**config.mk**
```make
export PLATFORM = sky130hd
export DESIGN_NAME = mem_arbiter
export DESIGN_NICKNAME = d
export VERILOG_FILES = /design/src/rtl/mem_arbiter.sv
export SDC_FILE = /design/constraint.sdc
export NUM_CORES = 1
export LEC_CHECK = 0
export CORE_MARGIN = 4
export CORE_UTILIZATION = 45
export DETAILED_ROUTE_END_ITERATION = 16
export HOLD_SLACK_MARGIN = 0.06
export PLACE_DENSITY = 0.9
export SLEW_MARGIN = 25
export SYNTH_ARGS = -nofsm -noshare
export SYNTH_HDL_FRONTEND = slang
export SYNTH_SLANG_ARGS = --single-unit
```
**constraint.sdc**
```tcl
create_clock -name clk -period 4.1 [get_ports clk]
set_input_delay 0.615 -clock clk [delete_from_list [all_inputs] [get_ports clk]]
set_output_delay 0.615 -clock clk [all_outputs]
set_load 0.1 [all_outputs]
```
**src/rtl/mem_arbiter.sv**
```systemverilog
// Round-robin arbiter sharing one single-port memory between an instruction-fetch
// port (read-only) and a load/store port, with a watchdog for accesses that never ack.
module mem_arbiter #(
  parameter int ADDR_WIDTH = 32,
  parameter int DATA_WIDTH = 32,
  parameter int TIMEOUT    = 255,
  parameter int CNT_WIDTH  = 8
) (
  input  logic                  clk,
  input  logic                  rst_n,
  input  logic                  i_req,
  input  logic [ADDR_WIDTH-1:0] i_addr,
  output logic [DATA_WIDTH-1:0] i_rdata,
  output logic                  i_ack,
  output logic                  i_err,
  input  logic                  d_req,
  input  logic                  d_we,
  input  logic [ADDR_WIDTH-1:0] d_addr,
  input  logic [DATA_WIDTH-1:0] d_wdata,
  output logic [DATA_WIDTH-1:0] d_rdata,
  output logic                  d_ack,
  output logic                  d_err,
  output logic                  mem_req,
  output logic                  mem_we,
  output logic [ADDR_WIDTH-1:0] mem_addr,
  output logic [DATA_WIDTH-1:0] mem_wdata,
  input  logic [DATA_WIDTH-1:0] mem_rdata,
  input  logic                  mem_ack,
  output logic                  busy
);

  localparam logic [1:0] IDLE   = 2'd0;
  localparam logic [1:0] BUSY_I = 2'd1;
  localparam logic [1:0] BUSY_D = 2'd2;
  localparam logic [1:0] RESP   = 2'd3;

  localparam logic GRANT_I = 1'b0;
  localparam logic GRANT_D = 1'b1;

  localparam logic [CNT_WIDTH-1:0] TIMEOUT_CNT = CNT_WIDTH'(TIMEOUT);

  logic [1:0]           state;
  logic                 lastGrant;
  logic [CNT_WIDTH-1:0] watchdog;

  logic                 grantD;
  logic [CNT_WIDTH-1:0] watchdogNext;
  logic                 timedOut;

  // NOTE: every signal is assigned unconditionally here, so no latch can be inferred.
  always_comb begin
    // On a conflict the port that did not win last time gets the memory.
    grantD       = d_req && (!i_req || (lastGrant == GRANT_I));
    watchdogNext = (watchdog == {CNT_WIDTH{1'b1}}) ? watchdog : watchdog + 1'b1;
    timedOut     = (TIMEOUT != 0) && (watchdogNext == TIMEOUT_CNT);
  end

  // NOTE: all state uses non-blocking assignments so every register sees pre-edge values.
  always_ff @(posedge clk) begin
    if (!rst_n) begin
      // NOTE: reset is synchronous; an in-flight access is dropped without an ack.
      state     <= IDLE;
      lastGrant <= GRANT_I;
      watchdog  <= '0;
      mem_req   <= 1'b0;
      mem_we    <= 1'b0;
      mem_addr  <= '0;
      mem_wdata <= '0;
      i_ack     <= 1'b0;
      i_err     <= 1'b0;
      i_rdata   <= '0;
      d_ack     <= 1'b0;
      d_err     <= 1'b0;
      d_rdata   <= '0;
    end else begin
      case (state)
        IDLE: begin
          if (i_req || d_req) begin
            mem_req   <= 1'b1;
            watchdog  <= '0;
            lastGrant <= grantD ? GRANT_D : GRANT_I;
            if (grantD) begin
              state     <= BUSY_D;
              mem_we    <= d_we;
              mem_addr  <= d_addr;
              mem_wdata <= d_wdata;
            end else begin
              state     <= BUSY_I;
              mem_we    <= 1'b0;
              mem_addr  <= i_addr;
              mem_wdata <= '0;
            end
          end
        end

        BUSY_I, BUSY_D: begin
          // A real ack on the final watchdog cycle still wins over the timeout.
          if (mem_ack || timedOut) begin
            state   <= RESP;
            mem_req <= 1'b0;
            if (state == BUSY_I) begin
              i_ack   <= 1'b1;
              i_err   <= !mem_ack;
              i_rdata <= mem_ack ? mem_rdata : '0;
            end else begin
              d_ack   <= 1'b1;
              d_err   <= !mem_ack;
              d_rdata <= (mem_ack && !mem_we) ? mem_rdata : '0;
            end
          end else begin
            watchdog <= watchdogNext;
          end
        end

        RESP: begin
          state   <= IDLE;
          i_ack   <= 1'b0;
          i_err   <= 1'b0;
          i_rdata <= '0;
          d_ack   <= 1'b0;
          d_err   <= 1'b0;
          d_rdata <= '0;
        end

        default: state <= IDLE;
      endcase
    end
  end

  assign busy = (state != IDLE);

endmodule

```
# Word-level counts from Yosys, hierarchy flattened

Index checks and enable logic that the tools add are counted.

Bitwise logic cells: 1
Div/mod/pow operators: 0
Multipliers: 0
Reduce and logical (&&, ||, !) cells: 19
$lt $le $gt $ge: 0
Add/sub/neg operators: 1
Multiplexer cells: 35
Shifts and indexed selects: 0
Eq/ne operators: 10

Operators by type and width:

| cell                                          | number |
|---|---|
| 2-to-1 mux 32 bit                             | 8 |
| one-hot mux 32 bit (2 select lines)           | 2 |
| 2-to-1 mux 8 bit                              | 3 |
| == test 8 bit, second input constant          | 2 |
| one-hot mux 8 bit (2 select lines)            | 1 |
| 2-to-1 mux 1 bit                              | 12 |
| AND reduction 3 bit                           | 4 |
| inequality test 2 bit, second input constant  | 5 |
| one-hot mux 1 bit (2 select lines)            | 5 |
| adder 8 x 1 -> 8 bit, second input constant   | 1 |
| 2-to-1 mux 2 bit                              | 3 |
| one-hot mux 2 bit (3 select lines)            | 1 |
| nonzero test 2 bit                            | 3 |
| == test 2 bit, second input constant          | 2 |
| AND reduction 2 bit                           | 2 |
| zero test 1 bit                               | 3 |
| logical OR 1 bit                              | 3 |
| == test 2 x 1 -> 1 bit, second input constant | 1 |
| logical AND 1 bit                             | 2 |
| zero test 2 bit                               | 1 |
| OR reduction 2 bit                            | 1 |
| NOT 1 bit                                     | 1 |

Bits in read-only memories: 0
Input port bits: 134
Logic and storage cells: 79
Latch bits: 0
Flip-flop bits (word level): 145
Memories: 0
Output and inout port bits: 135
Bits in writable memories: 0

# Longest topological paths before layout

Gate-level depths: netlist of run 1.

Depth after elaboration: 6
Gate-level depth with buffers: 9
Gate-level depth less buffers: 8

# Least setup slack after synthesis of run 1

Ideal clock, no wire load.

Path type: reg2reg
Start: reg watchdog[0]
End: reg i_rdata[0]
Arrival time: 2.034 ns
Stages on the path, launching flop included: 9
Path slack: 1.941 ns
Setup time: 0.125 ns
Period minus slack after synthesis: 2.159 ns
Path buffers: 1
Data required time: 3.975 ns
Cell sequence: dfxtp_1 -> ha_1 -> and4_4 -> nand4_1 -> a211oi_4 -> nor2_2 -> o21a_1 -> buf_2 -> o2bb2ai_1

Word-level cells in the longest chain between the ends: 6
Elaborated cells between the ends (all ways): 7
Classes of those cells: add/sub: 1; eq/ne: 3; mux: 1; reduce/logical: 2

RTL lines:

| element                                                      | line | text |
|---|---|---|
| from (decl)                                                  | 44   | `logic [CNT_WIDTH-1:0] watchdog;` |
| from (signal assigned)                                       | 111  | `watchdog <= watchdogNext;` |
| adder 8 x 1 -> 8 bit / == test 8 bit (equally long branches) | 54   | `watchdogNext = (watchdog == {CNT_WIDTH{1'b1}}) ? watchdog : watchdog + 1'b1;` |
| 2-to-1 mux 8 bit *                                           | 54   |  |
| == test 8 bit *                                              | 55   | `timedOut = (TIMEOUT != 0) && (watchdogNext == TIMEOUT_CNT);` |
| logical OR 1 bit *                                           | 98   | `if (mem_ack \|\| timedOut) begin` |
| inequality test 2 bit (no source line) *                     | -    |  |
| AND reduction 3 bit (no source line) *                       | -    |  |
| to (signal assigned)                                         | 104  | `i_rdata <= mem_ack ? mem_rdata : '0;` |
| to (decl)                                                    | 13   | `output logic [DATA_WIDTH-1:0] i_rdata,` |

Mark *: on every way between the ends. The rest lies on a longest branch, timed or not.
A chain may end at the register's enable or synchronous reset.

# Final worst setup path of run 1

Start: reg state[0]
End: out busy

Word-level cells in the longest chain between the ends: 1

RTL lines:

| element                | line | text |
|---|---|---|
| from (decl)            | 42   | `logic [1:0] state;` |
| from (signal assigned) | 62   | `state <= IDLE;` |
| from (signal assigned) | 83   | `state <= BUSY_D;` |
| from (signal assigned) | 88   | `state <= BUSY_I;` |
| nonzero test 2 bit     | 130  | `assign busy = (state != IDLE);` |
| to (decl)              | 29   | `output logic busy` |

Every way passes these cells.

==> summary.md, run 1 <==
| Metric | Value |
|---|---|
| Initial core utilization | `approximately 47%` |
| Later-pin clock latency in the skew report | `420 ps` |
| Mux share of post-synthesis cell area | `6.03%` |
| Hpwl dp | `approximately 14 mm` |
| Crit start category | `register` |
| Crit path time final | `between 3000 and 4000 ps` |
| Post-CTS Hold Buffers | `0` |
| Largest net degree at the start of global routing | `78` |
| Worst-margin pin slew | `1040 ps` |
| DR WL/cell | `about 18 um` |
| Setup CP Type | `register to primary output` |
| R2R Path End | `d_rdata[27]` |
| Number of warnings issued by yosys | `0` |
| Die area | `between 15000 and 20000 sq um` |
| Cell variety after synth | `48` |
| Largest family of logic cells by synthesized area | `compound AO/OA/AOI/OAI gates` |
| Leakage | `0.00369 uW` |
| Slew Limit Fails | `0` |
| Post-synthesis xor/xnor area fraction | `0.147%` |
| Asr flop ratio synth | `0%` |
| Syn Nets | `735` |
| First-pass GRT wire length | `28.0 mm` |
| Pwr/cell area | `719 nW/um^2` |
| Post-synthesis adder-cell area fraction | `0.837%` |
| Final Hold Fails | `0` |
| Vias in the first global route | `5570` |
| Site Rows | `41` |
| Nets | `979` |
| Unrepaired setup endpoints after global routing | `no` |
| Hold EP | `i_rdata[23]` |
| Outcome | `completed` |
| FMAX | `322 MHz` |
| Clock Skew | `13.0 ps` |
| Peak supply drop | `roughly 0.52 mV` |
| WHS Path Cells | `1` |
| Grt total ovfl | `0` |
| Vias | `5598` |
| Clk root buf | `clkbuf_16` |
| EDFF count, synth | `0` |
| Tot Pwr | `6710 uW` |
| CTS tree | `built` |
| Height of the chip | `123 um` |
| Slew headroom | `30.5%` |
| I/O pin count | `269` |
| Synth Register Bits | `roughly 150` |
| Top cell type's share of synthesized area | `48.6%` |
| CTS Sinks | `145` |
| Hold WC Path Type | `register to register` |
| Final TNS setup | `0 ps` |
| Ant diodes | `0` |
| Starting DRT DRC Count | `a little over 400` |
| Critical path fanouts, max | `6` |
| Initial antenna violation count | `0` |
| Seq/Total Area, Yosys | `48.6%` |
| Layout Area Growth over Synthesis | `55.9%` |
| Post-CTS Resized | `0` |
| Compound-cell area share of the yosys netlist | `23.3%` |
| Global placer's final weighted congestion | `0.850` |
| Routed Antenna Nets | `0` |
| Reg2reg start | `watchdog[0]` |
| Setup violators final | `0` |
| Critical Path AT | `~2500 ps` |
| Worst hold start | `i_rdata[23]` |
| Cells after synthesis | `597` |
| Critical Path RT | `3480 ps` |
| Layout cells sized above 1 | `8.20%` |
| Vias/cell | `5.46` |
| Max Cap Viol | `0` |
| Worst reg2reg setup slack | `approximately 1100 ps` |
| TritonRoute pass-1 iters | `5` |
| Mean Syn Cell Area | `between 10 and 15 sq um` |
| Crit. End Element | `primary output` |
| CTS Buf Count | `17` |
| Post-Synth Simple-Gate Area | `16.7%` |
| Period utilization | `75.8%` |
| Clock-pin transition on the worst setup and hold timing paths | `about 60 ps` |
| Clock buffer depth | `2` |
| Worst r2r path cells | `8` |
| DRC violations left | `0` |
| Cell Area, Synth | `roughly 6000 sq um` |
| Postcts setup bufs | `0` |
| Final WL | `18.6 mm` |
| Synth area leader | `dfxtp_1` |
| Die W | `123 um` |
| Gr usage total | `23.5%` |
| Synth area leaders | `dfxtp_1 (49%), mux2i_1 (6.0%), o211a_1 (5.4%)` |
| Main synth FF type | `dfxtp_1` |
| CTS H-tree lvls | `4` |
| Port Buffers | `268` |
| Core Area | `~13000 sq um` |
## layout make-up
class                   count  area [sq um]
clock inverters            12           106
flip-flops and latches    145          2900
inverters                  10          37.5
clock buffers              20           447
multi-input cells         390          2850
fillers                   877          3500
repair buffers            277          2760
well taps                 172           215
## power breakdown
group          switching, uW  internal [uW]
Combinational           2580            859
Sequential               152           1660
Clock                    597            851
Total                   3330           3370
## critical path, cell delays in order (launching register included)
cell and delay [ps]:
dfxtp_1 380, inv_1 60, ha_1 290, inv_1 150, clkdlybuf4s50_1 1200
## metal layers
metal,routed length [um],GRT usage (%)
met4,394,8.58
met5,0,0
met2,9490,42.0
met1,6970,25.7
met3,1790,8.14
## Yosys cell counts (all sizes together), types with 2 or more instances
library cell / number
o31ai: 33
o21ai: 8
a22oi: 33
nor4: 2
nand3: 37
nand2: 51
mux2i: 36
buf: 14
or3b: 2
clkbuf: 38
o211ai: 3
o2bb2ai: 32
o21a: 2
nand2b: 32
inv: 10
nor2b: 35
nand4: 5
dfxtp: 145
a21oi: 4
and2: 2
a21boi: 4
ha: 4
nor2: 8
or3: 2
and3: 3
and4: 2
a31oi: 2
nor3: 5
o211a: 32
## how the worst max path moves through the flow
stage / from / to / slack (ps)
3_3_place_gp: d_req / state[1] / 1300
5_1_grt: watchdog[0] / d_rdata[27] / 890
2_1_floorplan: watchdog[0] / i_rdata[0] / 1940
6_report: state[0] / busy / 990
3_5_place_dp: watchdog[0] / d_rdata[25] / 1170
4_1_cts: state[0] / busy / 980
## registers in the layout, summed over array words and instances (netlist names), 2 cells and up
register and flops:
mem_wdata 32, state 2, watchdog 8, i_rdata 32
d_rdata 32, mem_addr 32
## cell usage in the layout, fill, tap and decap left out, types with 3 or more instances in the layout
cell             netlist  layout
clkdlybuf4s50_1        0     267
dfxtp_1              145     145
nand2_1               51      51
nand3_1               37      37
mux2i_1               36      36
nor2b_1               35      35
a22oi_1               33      33
nand2b_1              32      32
o2bb2ai_1             32      32
o211a_1               32      32
o31ai_2               17      17
clkbuf_16              0      17
o31ai_1               16      16
inv_1                 10      10
buf_4                  1       8
nor2_1                 7       6
o21ai_0                6       6
nand4_1                5       5
nor3_1                 5       5
a21oi_1                4       4
clkinv_2               0       4
clkinvlp_4             0       4
and3_1                 3       3
o211ai_1               3       3
ha_1                   4       3
inv_6                  0       3
## metrics by stage
step                      hold slack [ps]  setup slack (ps)  utilization (%)  instances  cell area, sq um
after detailed placement              448              1170             68.3        994              8760
final                                 465               993             72.7       1026              9320
after floorplan                       451              1940                -        597              5980
after global routing                  482               890             72.7       1026              9320
after CTS                             466               978             72.7       1026              9320
after global placement                442              1300             68.2        993              8740
## kinds of logic (layout without fill, tap and decap cells)
group | after synthesis | count (layout)
xor+xnor | 1 | 1
fa+ha+maj | 4 | 4
mux | 36 | 36
compound gates | 160 | 160
simple gates | 189 | 189
buf+inv | 62 | 319
flops | 145 | 145
Power figures use the tool's default switching activity.
==> run 2: changes to the inputs <==
Settings changed: CORE_UTILIZATION 45 to 38, PLACE_DENSITY 0.9 to 0.81.
Clock period 4.1 ns to 2.6 ns, I/O delays scaled along.
==> run 2 against run 1 <==
Core utilization shrank 13 points; non-clock buffer count grew 7; via count shrank 2.7%; wire length shrank 4.8%; sequential cell count is the same; sequential share of layout area grew 0.69 points; critical path type is now register to register; highest routed layer unchanged.
==> summary.md, run 2 (synthesis gave the netlist of run 1 again) <==
| Metric | Value |
|---|---|
| CTS Buf Count | `17` |
| Grt total ovfl | `0` |
| Pwr/cell area | `between 1000 and 1500 nW/um^2` |
| Most common cell after layout, fill and taps aside | `buf_4` |
| Postcts setup bufs | `0` |
| Crit-path leading delay family | `compound AO/OA/AOI/OAI gates` |
| Post-CTS Resized | `0` |
| Layout Area Growth over Synthesis | `52.6%` |
| Layout cells sized above 1 | `24.4%` |
| Routed Antenna Nets | `0` |
| Critical path fanouts, max | `33` |
| Core Area | `15300 sq um` |
| First-pass GRT wire length | `27.9 mm` |
| CTS Sinks | `145` |
| Vias in the first global route | `5329` |
| Final TNS setup | `0 ps` |
| Hold WC Path Type | `primary input to register` |
| Final WL | `17.7 mm` |
| Initial antenna violation count | `0` |
| CP peak stage delay | `430 ps` |
| Hpwl dp | `12.9 mm` |
| Clk network pwr share | `21.8%` |
| Nets | `986` |
| Unrepaired setup endpoints after global routing | `no` |
| Gr usage total | `between 10% and 20%` |
| Setup CP Type | `register to register` |
| Vias | `5445` |
| Clock-pin transition on the worst setup and hold timing paths | `roughly 60 ps` |
| Crit. End Element | `register` |
| Critical Path RT | `2910 ps` |
| Period utilization | `94.4%` |
| P_int | `5140 uW` |
| Inst Count DP | `about 1000` |
| FMAX | `407 MHz` |
| Clk root buf | `clkbuf_16` |
| Initial core utilization | `39.0%` |
| Crit path time final | `2460 ps` |
| Flop pwr share | `27.4%` |
| Most frequent cells in the layout | `buf_4 (147), dfxtp_1 (145), clkdlybuf4s50_1 (132)` |
| DR WL/cell | `around 17 um` |
| Gate power share | `50.9%` |
| Setup violators final | `0` |
| Die area | `17800 sq um` |
| I/O pin count | `269` |
| DRC violations left | `0` |
| Sw power | `5300 uW` |
| TritonRoute pass-1 iters | `6` |
| Critical Path AT | `2760 ps` |
| Crit start category | `register` |
| WP buf/inv | `1` |
| Clock buffer depth | `2` |
| Slew Limit Fails | `0` |
| Outcome | `completed` |
| Ant diodes | `0` |
| Starting DRT DRC Count | `approximately 330` |
| Peak supply drop | `0.715 mV` |
| Post-CTS Hold Buffers | `0` |
| Clock Skew | `roughly 11 ps` |
| Crit-path cells | `ha_1 > and4_4 > a211o_1 > a211oi_4 > nor2_2 > o21a_1 > buf_4 > a21o_1` |
| Max Cap Viol | `0` |
| CP max stage cell | `a211oi_4` |
| Site Rows | `between 40 and 50` |
| Height of the chip | `133 um` |
| Worst-margin pin slew | `589 ps` |
| Worst reg2reg setup slack | `roughly 140 ps` |
| Largest net degree at the start of global routing | `between 60 and 70` |
| Global placer's final weighted congestion | `0.855` |
| CTS tree | `built` |
| Final Non-Filler Cells | `~1100` |
| Switching share of power | `50.7%` |
| Slew headroom | `60.4%` |
| CTS H-tree lvls | `4` |
| Die W | `133 um` |
| Later-pin clock latency in the skew report | `between 400 and 500 ps` |
| Port Buffers | `268` |
| Vias/cell | `5.08` |
| Final Hold Fails | `0` |
| Leakage | `approximately 0.0040 uW` |
==> run 2: routing by layer <==
metal,up-vias,GRT usage (%),wire length [um],part of all wire (%)
li1,2695,-,-,-
met1,2503,24.0,7430,42
met4,0,6.40,307,1.7
met2,227,31.6,8320,47
met3,20,7.40,1690,9.5
met5,-,0,0,0
==> run 2: worst paths after layout <==
check | start | to | cells after the start
max reg2reg | watchdog[0] | i_rdata[27] | 8
min reg2reg | i_rdata[27] | i_rdata[27] | 1
min | rst_n | mem_wdata[11] | 2
max | watchdog[0] | i_rdata[27] | 8
==> run 2: power groups by stage <==
stage | clock network, uW | registers, uW | logic, uW
2_1_floorplan | 0 | 5550 | 1390
3_3_place_gp | 0 | 2890 | 5300
3_5_place_dp | 0 | 2890 | 5330
4_1_cts | 2320 | 2860 | 5340
5_1_grt | 2440 | 2910 | 5560
6_report | 2270 | 2860 | 5310
==> run 2: final cells by class <==
cell class / instances / area, sq um
multi-input cells: 390 / 2850
clock buffers: 18 / 429
flip-flops and latches: 145 / 2900
repair buffers: 284 / 2510
well taps: 211 / 264
fillers: 1355 / 6200
inverters: 10 / 37.5
clock inverters: 14 / 126
==> run 2: metrics by stage <==
stage          area [sq um]  hold WS, ps  total power (uW)  setup WS [ps]  util (%)
2_1_floorplan          5980          451              6940            441         -
3_3_place_gp           8560          439              8190            222      55.9
3_5_place_dp           8560          445              8230            167      55.9
4_1_cts                9120          421             10500            145      59.5
5_1_grt                9120          431             10900           11.4      59.5
6_report               9120          428             10400            145      59.5
